===== src/rtl/mem_pkg.sv =====
// Shared encodings for the IF/LSU data-memory arbiter: access types,
// response owner and response FSM states.
package mem_pkg;

   localparam int unsigned ADDR_W_DEF = 8;

   typedef enum logic [2:0] {
      LT_LB  = 3'b000,
      LT_LBU = 3'b001,
      LT_LH  = 3'b010,
      LT_LHU = 3'b011,
      LT_LW  = 3'b100
   } load_type_e;

   typedef enum logic [1:0] {
      ST_SB = 2'b00,
      ST_SH = 2'b01,
      ST_SW = 2'b10
   } store_type_e;

   typedef enum logic {
      OWN_IF  = 1'b0,
      OWN_LSU = 1'b1
   } owner_e;

   typedef enum logic {
      S_IDLE = 1'b0,
      S_RESP = 1'b1
   } resp_state_e;

endpackage


===== src/rtl/mem_align_chk.sv =====
// Flags an access whose byte address is not a multiple of its access size.
// Only the two low address bits matter, so only those are taken.
module mem_align_chk
   import mem_pkg::*;
(
   input  logic [1:0] i_addr_lsb,
   input  logic       i_is_fetch,
   input  logic       i_we,
   input  logic [2:0] i_load_type,
   input  logic [1:0] i_store_type,
   output logic       o_misaligned
);

   always_comb begin
      o_misaligned = 1'b0;
      if (i_is_fetch) begin
         o_misaligned = (i_addr_lsb != 2'b00);
      end else if (i_we) begin
         case (i_store_type)
            ST_SH:   o_misaligned = i_addr_lsb[0];
            ST_SW:   o_misaligned = (i_addr_lsb != 2'b00);
            default: o_misaligned = 1'b0;
         endcase
      end else begin
         case (i_load_type)
            LT_LH, LT_LHU: o_misaligned = i_addr_lsb[0];
            LT_LW:         o_misaligned = (i_addr_lsb != 2'b00);
            default:       o_misaligned = 1'b0;
         endcase
      end
   end

endmodule


===== src/rtl/mem_arbiter.sv =====
// Shares one data memory between instruction fetch and the LSU: LSU priority,
// starvation guard for IF, misalignment rejection, one-cycle registered response.
module mem_arbiter
   import mem_pkg::*;
#(
   parameter int unsigned STARVE_LIMIT = 3,
   parameter int unsigned ADDR_W       = ADDR_W_DEF
) (
   input  logic              clk,
   input  logic              rst_n,
   input  logic              if_req_i,
   input  logic [ADDR_W-1:0] if_addr_i,
   output logic              if_gnt_o,
   output logic              if_rvalid_o,
   output logic [31:0]       if_rdata_o,
   output logic              if_err_o,
   input  logic              lsu_req_i,
   input  logic              lsu_we_i,
   input  logic [ADDR_W-1:0] lsu_addr_i,
   input  logic [31:0]       lsu_wdata_i,
   input  logic [2:0]        lsu_load_type_i,
   input  logic [1:0]        lsu_store_type_i,
   output logic              lsu_gnt_o,
   output logic              lsu_rvalid_o,
   output logic [31:0]       lsu_rdata_o,
   output logic              lsu_err_o,
   output logic              mem_rd_en_o,
   output logic              mem_wr_en_o,
   output logic [ADDR_W-1:0] mem_addr_o,
   output logic [31:0]       mem_wr_data_o,
   output logic [2:0]        mem_load_type_o,
   output logic [1:0]        mem_store_type_o,
   input  logic [31:0]       mem_rd_data_i
);

   localparam logic [3:0] LIMIT = 4'(STARVE_LIMIT);

   logic        w_if_mis;
   logic        w_lsu_mis;
   logic        w_if_force;
   logic        w_if_gnt;
   logic        w_lsu_gnt;
   logic        w_any_gnt;
   logic        w_cap_err;
   logic [31:0] w_cap_data;

   logic [3:0]  r_starve_cnt;
   resp_state_e r_state;
   resp_state_e w_state_nxt;
   owner_e      r_owner;
   logic        r_err;
   logic [31:0] r_rdata;

   mem_align_chk u_if_align (
      .i_addr_lsb   (if_addr_i[1:0]),
      .i_is_fetch   (1'b1),
      .i_we         (1'b0),
      .i_load_type  (LT_LW),
      .i_store_type (ST_SB),
      .o_misaligned (w_if_mis)
   );

   mem_align_chk u_lsu_align (
      .i_addr_lsb   (lsu_addr_i[1:0]),
      .i_is_fetch   (1'b0),
      .i_we         (lsu_we_i),
      .i_load_type  (lsu_load_type_i),
      .i_store_type (lsu_store_type_i),
      .o_misaligned (w_lsu_mis)
   );

   assign w_if_force = (r_starve_cnt == LIMIT);

   // Reset gates the grants, which in turn suppresses every memory strobe.
   always_comb begin
      w_if_gnt  = 1'b0;
      w_lsu_gnt = 1'b0;
      if (rst_n) begin
         if (lsu_req_i && !(if_req_i && w_if_force)) begin
            w_lsu_gnt = 1'b1;
         end else if (if_req_i) begin
            w_if_gnt = 1'b1;
         end
      end
   end

   assign w_any_gnt = w_if_gnt || w_lsu_gnt;
   assign if_gnt_o  = w_if_gnt;
   assign lsu_gnt_o = w_lsu_gnt;

   always_comb begin
      mem_rd_en_o      = 1'b0;
      mem_wr_en_o      = 1'b0;
      mem_addr_o       = '0;
      mem_wr_data_o    = '0;
      mem_load_type_o  = '0;
      mem_store_type_o = '0;
      if (w_if_gnt && !w_if_mis) begin
         mem_rd_en_o     = 1'b1;
         mem_addr_o      = if_addr_i;
         mem_load_type_o = LT_LW;
      end else if (w_lsu_gnt && !w_lsu_mis) begin
         mem_addr_o = lsu_addr_i;
         if (lsu_we_i) begin
            mem_wr_en_o      = 1'b1;
            mem_wr_data_o    = lsu_wdata_i;
            mem_store_type_o = lsu_store_type_i;
         end else begin
            mem_rd_en_o     = 1'b1;
            mem_load_type_o = lsu_load_type_i;
         end
      end
   end

   assign w_cap_err  = w_if_gnt ? w_if_mis : w_lsu_mis;
   assign w_cap_data = mem_rd_en_o ? mem_rd_data_i : '0;

   always_ff @(posedge clk) begin
      if (!rst_n) begin
         r_starve_cnt <= '0;
      end else if (!if_req_i || w_if_gnt) begin
         r_starve_cnt <= '0;
      end else if (r_starve_cnt != LIMIT) begin
         r_starve_cnt <= r_starve_cnt + 4'd1;
      end
   end

   always_ff @(posedge clk) begin
      if (!rst_n) begin
         r_state <= S_IDLE;
      end else begin
         r_state <= w_state_nxt;
      end
   end

   always_comb begin
      w_state_nxt = S_IDLE;
      case (r_state)
         S_IDLE:  w_state_nxt = w_any_gnt ? S_RESP : S_IDLE;
         S_RESP:  w_state_nxt = w_any_gnt ? S_RESP : S_IDLE;
         default: w_state_nxt = S_IDLE;
      endcase
   end

   always_ff @(posedge clk) begin
      if (!rst_n) begin
         r_owner <= OWN_IF;
         r_err   <= 1'b0;
         r_rdata <= '0;
      end else if (w_any_gnt) begin
         r_owner <= w_if_gnt ? OWN_IF : OWN_LSU;
         r_err   <= w_cap_err;
         r_rdata <= w_cap_data;
      end
   end

   // Error and data are masked to the owner so idle outputs read as zero.
   assign if_rvalid_o  = (r_state == S_RESP) && (r_owner == OWN_IF);
   assign lsu_rvalid_o = (r_state == S_RESP) && (r_owner == OWN_LSU);
   assign if_err_o     = if_rvalid_o && r_err;
   assign lsu_err_o    = lsu_rvalid_o && r_err;
   assign if_rdata_o   = if_rvalid_o ? r_rdata : '0;
   assign lsu_rdata_o  = lsu_rvalid_o ? r_rdata : '0;

endmodule


===== config.mk =====
export PLATFORM = sky130hd
export DESIGN_NAME = mem_arbiter
export DESIGN_NICKNAME = d
export VERILOG_FILES = /design/src/rtl/mem_pkg.sv /design/src/rtl/mem_align_chk.sv /design/src/rtl/mem_arbiter.sv
export SDC_FILE = /design/constraint.sdc
export NUM_CORES = 1
export LEC_CHECK = 0
export ABC_AREA = 1
export ABC_CLOCK_PERIOD_IN_PS = 2100
export BUFFER_PORTS_ARGS = -buffer_cell sky130_fd_sc_hd__buf_2
export CAP_MARGIN = 20
export CELL_PAD_IN_SITES_DETAIL_PLACEMENT = 1
export CELL_PAD_IN_SITES_GLOBAL_PLACEMENT = 2
export CORE_MARGIN = 1.5
export CORE_UTILIZATION = 16
export DETAILED_ROUTE_END_ITERATION = 12
export PLACE_DENSITY = 0.84
export SYNTH_ARGS = -nofsm -noshare
export SYNTH_HDL_FRONTEND = slang
export SYNTH_HIERARCHICAL = 1
export SYNTH_SLANG_ARGS = --single-unit

===== constraint.sdc =====
create_clock -name clk -period 2.1 [get_ports clk]
set_input_delay 0.42 -clock clk [delete_from_list [all_inputs] [get_ports clk]]
set_output_delay 0.42 -clock clk [all_outputs]
set_load 0.005 [all_outputs]

==> key figures <==
Status
  – Status: finished with violations
  – Failing checks: setup timing

Timing
  – Max-slew violation total from the final report: 0
  – Final setup viols: 47
  – Final Critical Period: about 2300 ps
  – Final worst-path cycle share: 111%
  – TNS Setup: -6700 ps
  – Fin worst setup slack: -226 ps
  – Fmax: 0.430 GHz
  – RSZ-0062 raised after global routing: yes
  – Min Hold Slack: 376 ps
  – Final Hold Viols: 0
  – Clock skew: 1.87 ps

Finish
  – Ratio of cells with drive above 1 in the final layout: 43.3%
  – Synth-to-Final Area Change: 69.0%
  – Most common cell after layout, fill and taps aside: buf_2
  – Final instance area: around 4300 um2
  – Final net count: 753
  – Most frequent cells in the layout: 203 x buf_2, 114 x nor2_1, 105 x nand2_1
  – Fillers: 2116
  – Diode count: 0

Detailed routing
  – Vias after detailed routing: 3381
  – Initial DRC Count: roughly 70
  – Remaining antenna violation count: 0
  – Number of remaining DRC errors: 0
  – Routed len/inst: roughly 12 um
  – Vias/cell: 3.87
  – Drt pass-1 iters: 4
  – DRT Wirelength: approximately 11 mm

Floorplanning
  – Initial Util: 16.3%
  – Row cnt: 46
  – DIE WIDTH: 130 um
  – Die height: 130 um
  – I/O pins: slightly above 200
  – Die Area: 16800 um2
  – Core box area: 15800 um2

Critical path
  – Crit-path cells: buf_8, inv_6, ha_4, inv_2, nand3_2, a21oi_2, nor2_2, nor2_2, inv_2, nand4_4, clkinvlp_4, a22o_1, buf_2
  – Buffers plus inverters on the worst setup path: 6
  – CP max stage cell: a22o_1
  – WP data arrival: 1910 ps
  – Crit end category: output pin
  – Critical Path RT: approximately 1700 ps
  – Critical Path Max Stage Delay: approximately 260 ps
  – CP top delay family: buffers and inverters
  – WS Path Type: primary input to output pin
  – Crit start category: primary input
  – CP Max Fanout: 8

Clock tree
  – Clock transition at the registers of the reported paths: 60 ps
  – Clk buf depth: 2
  – H-tree levels: 2
  – Worst skew pair latency: 280 ps
  – Clk root buf: clkbuf_16
  – CTS tree: yes
  – TritonCTS buffer count: 5
  – CTS Hold Bufs: 0
  – CTS Sinks: 39

Logic synthesis
  – Syn_area_per_cell: 6.01 um2
  – Post-Syn Area: 2570 um2
  – Async SR Flop Fraction: 0%
  – Ys flop type: dfxtp_1
  – Sequential fraction of the synthesis area: 30.4%
  – Synth Register Bits: 39
  – Synth Instances: 427
  – Warnings from Yosys: 6
  – Yosys top cell area share: 30.4%
  – EDFF count, synth: 0
  – Post-synth cell types: 29
  – Largest cells by area after synthesis: dfxtp_1 30%, nor2_1 17%, nand2_1 16%
  – Synth area leader: dfxtp_1

Hold path
  – HP Class: primary input to register

Power
  – P_leak: 2.22 nW
  – Worst vdd ir: 229 uV
  – Tot Pwr: 2.03 mW
  – PD cells: 468 nW/um2

Global route
  – First-pass GRT wire length: 15.8 mm
  – Largest net degree at the start of global routing: 36
  – GRT overflow: 0
  – Initial antenna violation count: 0
  – Vias in the first global route: 3268
  – Tot GR Track Use: 12.0%

Place
  – DP Wirelength: between 8 and 9 mm
  – Cell Area, Placed: 3940 um2
  – Number of I/O port buffers: between 200 and 250
  – RD Place Congestion: ~0.76

Run
  – Max-cap violations: 0
==> flip-flops by register name, summed over array words and instances (netlist names) <==
signal,cells
r_owner,1
r_rdata,32
r_err,1
r_starve_cnt,4
r_state,1
==> worst paths after layout <==
check,depth (start not counted),startpoint,slack [ps],end
worst min-delay path,3,mem_rd_data_i[14],380,r_rdata[14]
worst max register to register,10,r_starve_cnt[0],240,r_rdata[21]
worst min register to register,2,r_rdata[22],460,r_rdata[22]
worst max-delay path,13,lsu_store_type_i[0],-230,mem_addr_o[3]
==> cell type report <==
cell class	count	area (um2)	area share (%)
clock inverters	1	5.00	0.115
inverters	60	234	5.39
multi-input cells	317	1550	35.8
flip-flops and latches	39	781	18.0
repair buffers	235	1360	31.3
clock buffers	6	139	3.20
well taps	216	270	6.23
==> Yosys cell counts (3+ instances only) <==
master / count
inv_1: 57
nor2_1: 117
a22o_1: 8
clkbuf_1: 10
a21oi_1: 30
buf_6: 6
a21oi_2: 8
ha_1: 5
nand2_1: 111
buf_2: 4
nand3_1: 9
buf_1: 3
dfxtp_1: 39
==> cell families after synthesis <==
group           count (synthesis)  synth area share, %
buf+inv                        83                 14.1
fa+ha+maj                       5                 2.44
simple gates                  246                 39.5
other cells                     2                0.293
compound gates                 51                 12.9
xor+xnor                        1                0.341
flops                          39                 30.4
==> stage by stage <==
| step | setup slack (ps) | cells | utilization (%) |
|---|---|---|---|
| global placement | -398 | 854 | 25.0 |
| global route | -336 | 874 | 27.5 |
| detailed placement | -393 | 854 | 25.0 |
| finish | -226 | 874 | 27.5 |
| floorplan | 1.56 | 439 | - |
| CTS | -268 | 873 | 26.9 |
==> repair_timing <==
action                                  4_1_cts  5_1_grt
resized for setup                            19       18
endpoints found under the setup margin       47       75
gates cloned                                  0        2
buffers inserted                             12        2
pin swaps                                    12        9
==> metal layers <==
metal | up-vias | GRT usage [%] | wire (um)
met4 | 0 | 2.75 | 85
met3 | 6 | 4.42 | 1040
met2 | 153 | 21.6 | 4940
met1 | 1499 | 13.4 | 4450
li1 | 1723 | - | -
met5 | - | 0 | 0
==> tightest hold or removal path: stages <==
cell and delay (ps):
buf_2 90, nand2_1 50, a21oi_1 50
==> power breakdown <==
| part | total, mW | internal, mW | switching (mW) |
|---|---|---|---|
| clock | 0.761 | 0.464 | 0.297 |
| sequential | 0.780 | 0.767 | 0.0128 |
| combinational | 0.489 | 0.226 | 0.263 |
| total | 2.03 | 1.46 | 0.573 |
Note: power is estimated with default switching activity, not from simulation.
